[config.mk]
export PLATFORM = sky130hd
export DESIGN_NAME = contador_bcd_param
export DESIGN_NICKNAME = d
export VERILOG_FILES = /design/src/rtl/contador_bcd_param.sv
export SDC_FILE = /design/constraint.sdc
export NUM_CORES = 1
export LEC_CHECK = 0
export ABC_AREA = 1
export CAP_MARGIN = 20
export CORE_ASPECT_RATIO = 1.1
export CORE_MARGIN = 4
export CORE_UTILIZATION = 60
export DETAILED_ROUTE_END_ITERATION = 16
export GPL_TIMING_DRIVEN = 0
export PLACE_DENSITY_LB_ADDON = 0.12
export SLEW_MARGIN = 25
export SYNTH_ARGS = -nofsm -noshare
export SYNTH_HDL_FRONTEND = slang
export SYNTH_SLANG_ARGS = --single-unit
[constraint.sdc]
create_clock -name clk_i -period 4 [get_ports clk_i]
set_input_delay 1 -clock clk_i [delete_from_list [all_inputs] [get_ports clk_i]]
set_output_delay 1 -clock clk_i [all_outputs]
set_load 0.02 [all_outputs]
[src/rtl/contador_bcd_param.sv]
// Parameterised up/down BCD counter with free-running tick prescaler and a
// multiplexed active-low seven-segment scan driver.
module contador_bcd_param #(
    parameter int unsigned NUM_DIGITS = 4,
    parameter int unsigned TICK_DIV   = 50000000,
    parameter int unsigned SCAN_DIV   = 50000
) (
    input  logic                    clk_i,
    input  logic                    rst_i,
    input  logic                    ena_i,
    input  logic                    up_dn_i,
    input  logic                    load_i,
    input  logic [4*NUM_DIGITS-1:0] load_data_i,
    output logic [4*NUM_DIGITS-1:0] count_o,
    output logic                    tick_o,
    output logic                    tc_o,
    output logic [NUM_DIGITS-1:0]   seg_sel_o,
    output logic [6:0]              seg_data_o
);

    localparam int unsigned W      = 4 * NUM_DIGITS;
    localparam int unsigned PrescW = $clog2(TICK_DIV);
    localparam int unsigned ScanW  = (SCAN_DIV > 1) ? $clog2(SCAN_DIV) : 1;
    localparam int unsigned IdxW   = (NUM_DIGITS > 1) ? $clog2(NUM_DIGITS) : 1;

    localparam logic [PrescW-1:0] PrescMax = PrescW'(TICK_DIV - 1);
    localparam logic [ScanW-1:0]  ScanMax  = ScanW'(SCAN_DIV - 1);
    localparam logic [IdxW-1:0]   IdxMax   = IdxW'(NUM_DIGITS - 1);

    function automatic logic [6:0] seg_decode(input logic [3:0] d);
        logic [6:0] s;
        case (d)
            4'd0:    s = 7'b1000000;
            4'd1:    s = 7'b1111001;
            4'd2:    s = 7'b0100100;
            4'd3:    s = 7'b0110000;
            4'd4:    s = 7'b0011001;
            4'd5:    s = 7'b0010010;
            4'd6:    s = 7'b0000010;
            4'd7:    s = 7'b1111000;
            4'd8:    s = 7'b0000000;
            4'd9:    s = 7'b0010000;
            default: s = 7'b1111111;
        endcase
        return s;
    endfunction

    logic [PrescW-1:0]   presc_q, presc_d;
    logic                tick_q, tick_d;
    logic [W-1:0]        count_q, count_d;
    logic                tc_q, tc_d;
    logic [ScanW-1:0]    scan_q, scan_d;
    logic [IdxW-1:0]     idx_q, idx_d;
    logic [NUM_DIGITS-1:0] seg_sel_q, seg_sel_d;
    logic [6:0]          seg_data_q, seg_data_d;

    logic [W-1:0]        load_clean;
    logic [W-1:0]        step_val;
    logic                carry;

    always_comb begin
        presc_d = (presc_q == PrescMax) ? '0 : presc_q + 1'b1;
        tick_d  = (presc_q == PrescMax);
    end

    // Ripple carry/borrow across all digits; carry surviving the top digit marks a wrap.
    always_comb begin
        load_clean = '0;
        step_val   = count_q;
        carry      = 1'b1;
        for (int i = 0; i < NUM_DIGITS; i++) begin
            load_clean[4*i +: 4] = (load_data_i[4*i +: 4] > 4'd9) ? 4'd0 : load_data_i[4*i +: 4];
            if (carry) begin
                if (up_dn_i) begin
                    if (count_q[4*i +: 4] == 4'd9) begin
                        step_val[4*i +: 4] = 4'd0;
                    end else begin
                        step_val[4*i +: 4] = count_q[4*i +: 4] + 4'd1;
                        carry              = 1'b0;
                    end
                end else begin
                    if (count_q[4*i +: 4] == 4'd0) begin
                        step_val[4*i +: 4] = 4'd9;
                    end else begin
                        step_val[4*i +: 4] = count_q[4*i +: 4] - 4'd1;
                        carry              = 1'b0;
                    end
                end
            end
        end

        count_d = count_q;
        tc_d    = 1'b0;
        if (load_i) begin
            count_d = load_clean;
        end else if (tick_q && ena_i) begin
            count_d = step_val;
            tc_d    = carry;
        end
    end

    // Segment outputs are built from next-state index and count so they line up with count_o.
    always_comb begin
        scan_d = (scan_q == ScanMax) ? '0 : scan_q + 1'b1;
        idx_d  = idx_q;
        if (scan_q == ScanMax) begin
            idx_d = (idx_q == IdxMax) ? '0 : idx_q + 1'b1;
        end
        seg_sel_d  = ~(NUM_DIGITS'(1) << idx_d);
        seg_data_d = seg_decode(count_d[4*idx_d +: 4]);
    end

    always_ff @(posedge clk_i) begin
        if (rst_i) begin
            presc_q    <= '0;
            tick_q     <= 1'b0;
            count_q    <= '0;
            tc_q       <= 1'b0;
            scan_q     <= '0;
            idx_q      <= '0;
            seg_sel_q  <= ~NUM_DIGITS'(1);
            seg_data_q <= 7'b1000000;
        end else begin
            presc_q    <= presc_d;
            tick_q     <= tick_d;
            count_q    <= count_d;
            tc_q       <= tc_d;
            scan_q     <= scan_d;
            idx_q      <= idx_d;
            seg_sel_q  <= seg_sel_d;
            seg_data_q <= seg_data_d;
        end
    end

    assign count_o    = count_q;
    assign tick_o     = tick_q;
    assign tc_o       = tc_q;
    assign seg_sel_o  = seg_sel_q;
    assign seg_data_o = seg_data_q;

endmodule

=== Word-level counts from Yosys, hierarchy flattened ===
Memories as Yosys holds them, arrays and structs flattened. A register that Yosys moved wholly into a read port is not among the register bits.
Index checks and enable logic that the tools add are counted.

* Add/sub/neg operators: 11
* Multipliers: 0
* Div/mod/pow operators: 0
* Order comparisons: 4
* Equality and inequality tests: 7
* Shift-type cells: 2
* Multiplexer cells: 37
* Bitwise operators: 3
* Reduce and logical (&&, ||, !) cells: 8

{| class="wikitable"
|+ Operator list
! kind !! number
|-
| $mux W4 || 19
|-
| $mux W16 || 2
|-
| $add A26 B1 Y26 const B || 1
|-
| $eq A26 B26 Y1 const B || 1
|-
| $add A16 B1 Y16 const B || 1
|-
| $add A4 B1 Y4 const B || 4
|-
| $eq A16 B16 Y1 const B || 1
|-
| $eq A4 B4 Y1 const B || 4
|-
| $gt A4 B4 Y1 const B || 4
|-
| $logic_not A4 Y1 || 4
|-
| $shiftx A16 B5 Y4 || 1
|-
| $sub A4 B1 Y4 const B || 4
|-
| $mux W1 || 14
|-
| $mux W2 || 2
|-
| $not A4 Y4 || 1
|-
| $reduce_or A2 Y1 || 2
|-
| $reduce_or A4 Y1 || 1
|-
| $shl A1 B2 Y4 const A || 1
|-
| $add A2 B1 Y2 const B || 1
|-
| $eq A2 B2 Y1 const B || 1
|-
| $not A1 Y1 || 2
|-
| $logic_and A1 B1 Y1 || 1
|}

* Flip-flop bits (word level): 66
* Bits in latches: 0
* Memory bits (writable): 0
* Memory bits (read-only): 112
* Input bits: 21
* Word-level logic and storage cells: 80
* Memories kept: 1

{| class="wikitable"
|+ Memories
! memory !! depth !! width !! rd ports !! clocked after Yosys merged registers in !! wr ports !! line !! RTL
|-
| (name not given) || 16 || 7 || 1 || 1 || 0 || 32 || <nowiki>case (d)</nowiki>
|}

=== Depth between registers and ports, before layout ===
* Depth in word-level cells: 9
* Gate-level depth with buffers: 20

=== Least setup slack after synthesis ===
No wires, ideal clock.

* Path kind: input to register
* Start point: input port load_i
* End point: register seg_data_q[3], in the netlist seg_data_o[3]
* Setup time: 0.068 ns
* Arrival time: 2.588 ns
* Required time: 3.932 ns
* Path slack: 1.344 ns
* Stages on the path: 14
* Path through: clkbuf_1 > clkbuf_1 > a21oi_1 > o21ai_0 > nand2_1 > inv_1 > nor2_1 > a21oi_1 > nand3_1 > inv_1 > ha_1 > nand2_1 > nand3_1 > a21oi_2

* Longest elaborated chain between the ends: 2

{| class="wikitable"
|+ Ends and longest elaborated chain
! what !! line !! RTL
|-
| start, declared || 12 || <nowiki>input logic load_i,</nowiki>
|-
| $mux W16 || 94 || <nowiki>if (load_i) begin</nowiki>
|-
| $shiftx A16 B5 Y4 || 110 || <nowiki>seg_data_d = seg_decode(count_d[4*idx_d +: 4]);</nowiki>
|-
| end, declared || 55 || <nowiki>logic [6:0] seg_data_q, seg_data_d;</nowiki>
|}

Every way passes these cells.
A chain may end at the register's enable or synchronous reset.

=== Final worst setup path ===
* Start point: input port up_dn_i
* End point: register seg_data_q[4], in the netlist seg_data_o[4]

* Longest elaborated chain between the ends: 7

{| class="wikitable"
|+ Ends and longest elaborated chain
! what !! line !! RTL
|-
| start, declared || 11 || <nowiki>input logic up_dn_i,</nowiki>
|-
| $mux W1 || 74 || <nowiki>if (up_dn_i) begin</nowiki>
|-
| $mux W1 (2 in series) || 73 || <nowiki>if (carry) begin</nowiki>
|-
| $mux W4 || 73 ||
|-
| $mux W16 * || 96 || <nowiki>end else if (tick_q && ena_i) begin</nowiki>
|-
| $mux W16 * || 94 ||
|-
| $shiftx A16 B5 Y4 * || 110 ||
|}

Every way passes the cells marked *; elsewhere a longest branch is shown, timed or not.

==> run_results.csv <==
group,metric,value,unit
die,dieArea,0.00869,sq mm
clock_tree,cts_inserted_buffers,9,
sta,hold_viol_final,0,
route,drc,0,
clock_tree,cts_tree,"built",
yosys,yosysTopAreaCell,"dfxtp_1",
pwr,pwr-share-clk,41.4,%
yosys,ys_types,38,
sta,fmax,292,MHz
layout,utilization,73.5,%
worst_hold_path,hp-class,"register to register",
yosys,synth_warnings,0,
layout,fin_nets,765,
clock_tree,htreeDepth,3,
route,drtIter0Drc,227,
clock_tree,cts_resized,0,
layout,areaGrowthSynthToFinish,18.8,%
yosys,postSynthCellCount,678,
sta,period_needed,3.42,ns
yosys,seq_area_frac_synth,33.5,%
setup_path,path_cells,"clkdlybuf4s50_1 -> inv_2 -> buf_2 -> nand2_1 -> nor2_1 -> nor2_1 -> nand2_1 -> nand3_1 -> nand2_1 -> a21oi_1 -> nand2_2 -> nor2_4 -> inv_1 -> ha_1 -> inv_1 -> nand2_1 -> nand2_1 -> nor2_1 -> nor2_1",
pwr,power.switching,430,uW
global_routing,grt-ovfl-total,0,
setup_path,path_max_fanout,10,
layout,num_antenna_cells,0,
worst_hold_path,hold-path-endpoint,"presc_q[0]",
pwr,internal-power,1.27,mW
global_routing,grt_pass1_wl,17600,um
die,die_w,89.3,um
setup_path,cpMaxStageDelayCell,"clkdlybuf4s50_1",
sta,drv_slew,0,
setup_path,path_depth,19,
global_routing,grt_pass1_vias,4084,
yosys,netlist.area_leader.share,33.5,%
worst_hold_path,hp-start,"presc_q[0]",
pwr,p_leak,2.22,nW
pwr,powerDensity,328,mW/mm^2
setup_path,cp-start-kind,"input port",
setup_path,r2r_slack,1.43,ns
layout,drive_gt1_share,10.7,%
route,ant_nets,0,
sta,holdWs,0.447,ns
setup_path,crit_family,"buffers and inverters",
setup_path,required,4.28,ns
setup_path,critPathKind,"input port to register",
setup_path,ff2ff_path_depth,20,
yosys,avgSynthCellArea,6.43,sq um
setup_path,arrival,3.70,ns
clock_tree,clk_latency,0.35,ns
die,fp-row-count,32,
sta,skew,0.00526,ns
route,wl,10500,um
place,io_buffers,47,
place,place_hpwl,8060,um
clock_tree,ctsHoldBuffers,0,
setup_path,worstSetupEndpointType,"register",
setup_path,r2r_end,"seg_data_o[4]",
setup_path,cpPeakStageDelay,0.66,ns
clock_tree,clockBufferDepth,2,
setup_path,r2r_start,"scan_q[0]",
clock_tree,post_cts_buffers,0,
yosys,synth_nets,707,
pwr,seq_power_share,44.9,%
setup_path,critPathMostFrequentCell,"nand2_1",
job,drv_cap,0,
yosys,synthesis.area,0.00436,sq mm
setup_path,path_buf_inv,5,
layout,layout_commonest_cell,"nand2_1",
sta,period_share,85.5,%
yosys,ys_ff_latch,73,
sta,rsz0062_at_grt,"false",
clock_tree,clk_pin_slew,0.07,ns
route,wl_per_cell,12.8,um
route,vias_per_cell,5.32,
clock_tree,cts_root_buffer,"clkbuf_8",
worst_hold_path,hold_path_depth,1,
die,pin_count,50,
sta,tightestPinTransition,0.542,ns
global_routing,grt_use_total,25.0,%
pwr,vdd_drop_max,0.293,mV
layout,fillers,584,
place,routabilityCongestion,0.915,
die,coreArea,0.00705,sq mm
yosys,synthTopCellsByArea,"dfxtp_1 (34%), nand2_1 (15%), inv_1 (7.6%)",
die,dieHeight,97.4,um
sta,tns,0,ns
clock_tree,cts.sinks,73,
sta,setup_viol,0,
outcome,status,"complete, no violations",
route,drt-pass1-iter-count,7,
global_routing,grt_max_degree,13,
pwr,combPwrFrac,13.7,%
pwr,switching_share,25.4,%
sta,max_slew_margin,63.9,%
layout,layout_common_cells,"nand2_1 (176), inv_1 (88), nor2_1 (79)",
route,vias,4398,
global_routing,antenna_found_initial,0,
die,start_util,61.8,%
[how the worst max path moves through the flow]
stage | slack (ns) | from | endpoint
after floorplan | 1.34 | load_i | seg_data_o[3]
after global placement | 0.40 | up_dn_i | seg_data_o[4]
after detailed placement | 0.29 | up_dn_i | seg_data_o[4]
after CTS | 0.60 | up_dn_i | seg_data_o[4]
after global routing | 0.38 | up_dn_i | seg_data_o[4]
final | 0.58 | up_dn_i | seg_data_o[4]
[sequential cells by signal (all words and copies together), names as in the netlist]
register / cells
count_o: 16
tc_o: 1
seg_data_o: 7
scan_q: 16
seg_sel_o: 4
tick_o: 1
idx_q: 2
presc_q: 26
[logic make-up after synthesis]
group	after synthesis	share of synthesized area [%]
simple gates	398	42.6
buf+inv	110	9.65
compound gates	79	9.91
flops	73	33.5
xor+xnor	10	2.01
fa+ha+maj	8	2.30
[metrics by stage]
stage	cells	setup WS [ns]	instance area, sq um	power [mW]
3_3_place_gp	810	0.403	4930	1.00
6_report	826	0.580	5180	1.70
5_1_grt	826	0.378	5180	1.76
2_1_floorplan	678	1.34	4360	0.926
3_5_place_dp	810	0.291	4930	1.01
4_1_cts	826	0.600	5180	1.70
[final cells by class]
| class | count | area (sq um) | share of cell area (%) |
|---|---|---|---|
| Buffer | 12 | 52.6 | 1.01 |
| Inverter | 98 | 368 | 7.10 |
| Clock buffer | 11 | 141 | 2.73 |
| Tap cell | 85 | 106 | 2.05 |
| Clock inverter | 5 | 103 | 1.98 |
| Timing Repair Buffer | 47 | 470 | 9.08 |
| Sequential cell | 73 | 1460 | 28.2 |
| Multi-Input combinational cell | 495 | 2480 | 47.8 |
[power groups by stage]
stage / registers (mW) / logic [mW] / clock network, mW
floorplan: 0.791 / 0.134 / 0
CTS: 0.762 / 0.232 / 0.710
global placement: 0.778 / 0.225 / 0
global route: 0.765 / 0.258 / 0.741
detailed placement: 0.779 / 0.230 / 0
finish: 0.762 / 0.232 / 0.703
[per-layer routing]
layer | share of wire (%) | global-route usage [%] | vias to the layer above
met3 | 4.9 | 4.92 | 22
met2 | 51 | 43.1 | 113
met4 | 1.9 | 9.16 | 0
li1 | - | - | 2264
met1 | 42 | 29.9 | 1999
met5 | 0 | 0 | -
[cell usage after synthesis, drive strengths merged]
master	instances
ha	8
nor4	3
nand4	7
o211ai	1
inv	96
or2	5
o21a	2
nand3	71
nor3	10
xnor2	2
nor2	98
and3	1
nand3b	3
a211oi	1
a21oi	46
o21bai	1
buf	4
nor3b	9
clkinv	2
nand2	191
clkbuf	8
dfxtp	73
a31oi	1
o21ai	27
xor2	8
[worst reg2reg max path: cells and delay by family (launching register included)]
family	cells	cell delay, ns
AOI/OAI and AO/OA	1	0.23
adders and majority gates	2	0.39
buffers and inverters	3	0.20
DFF	1	0.35
and+or+nand+nor	14	1.32
No activity file was read; power rests on OpenSTA's default activity.
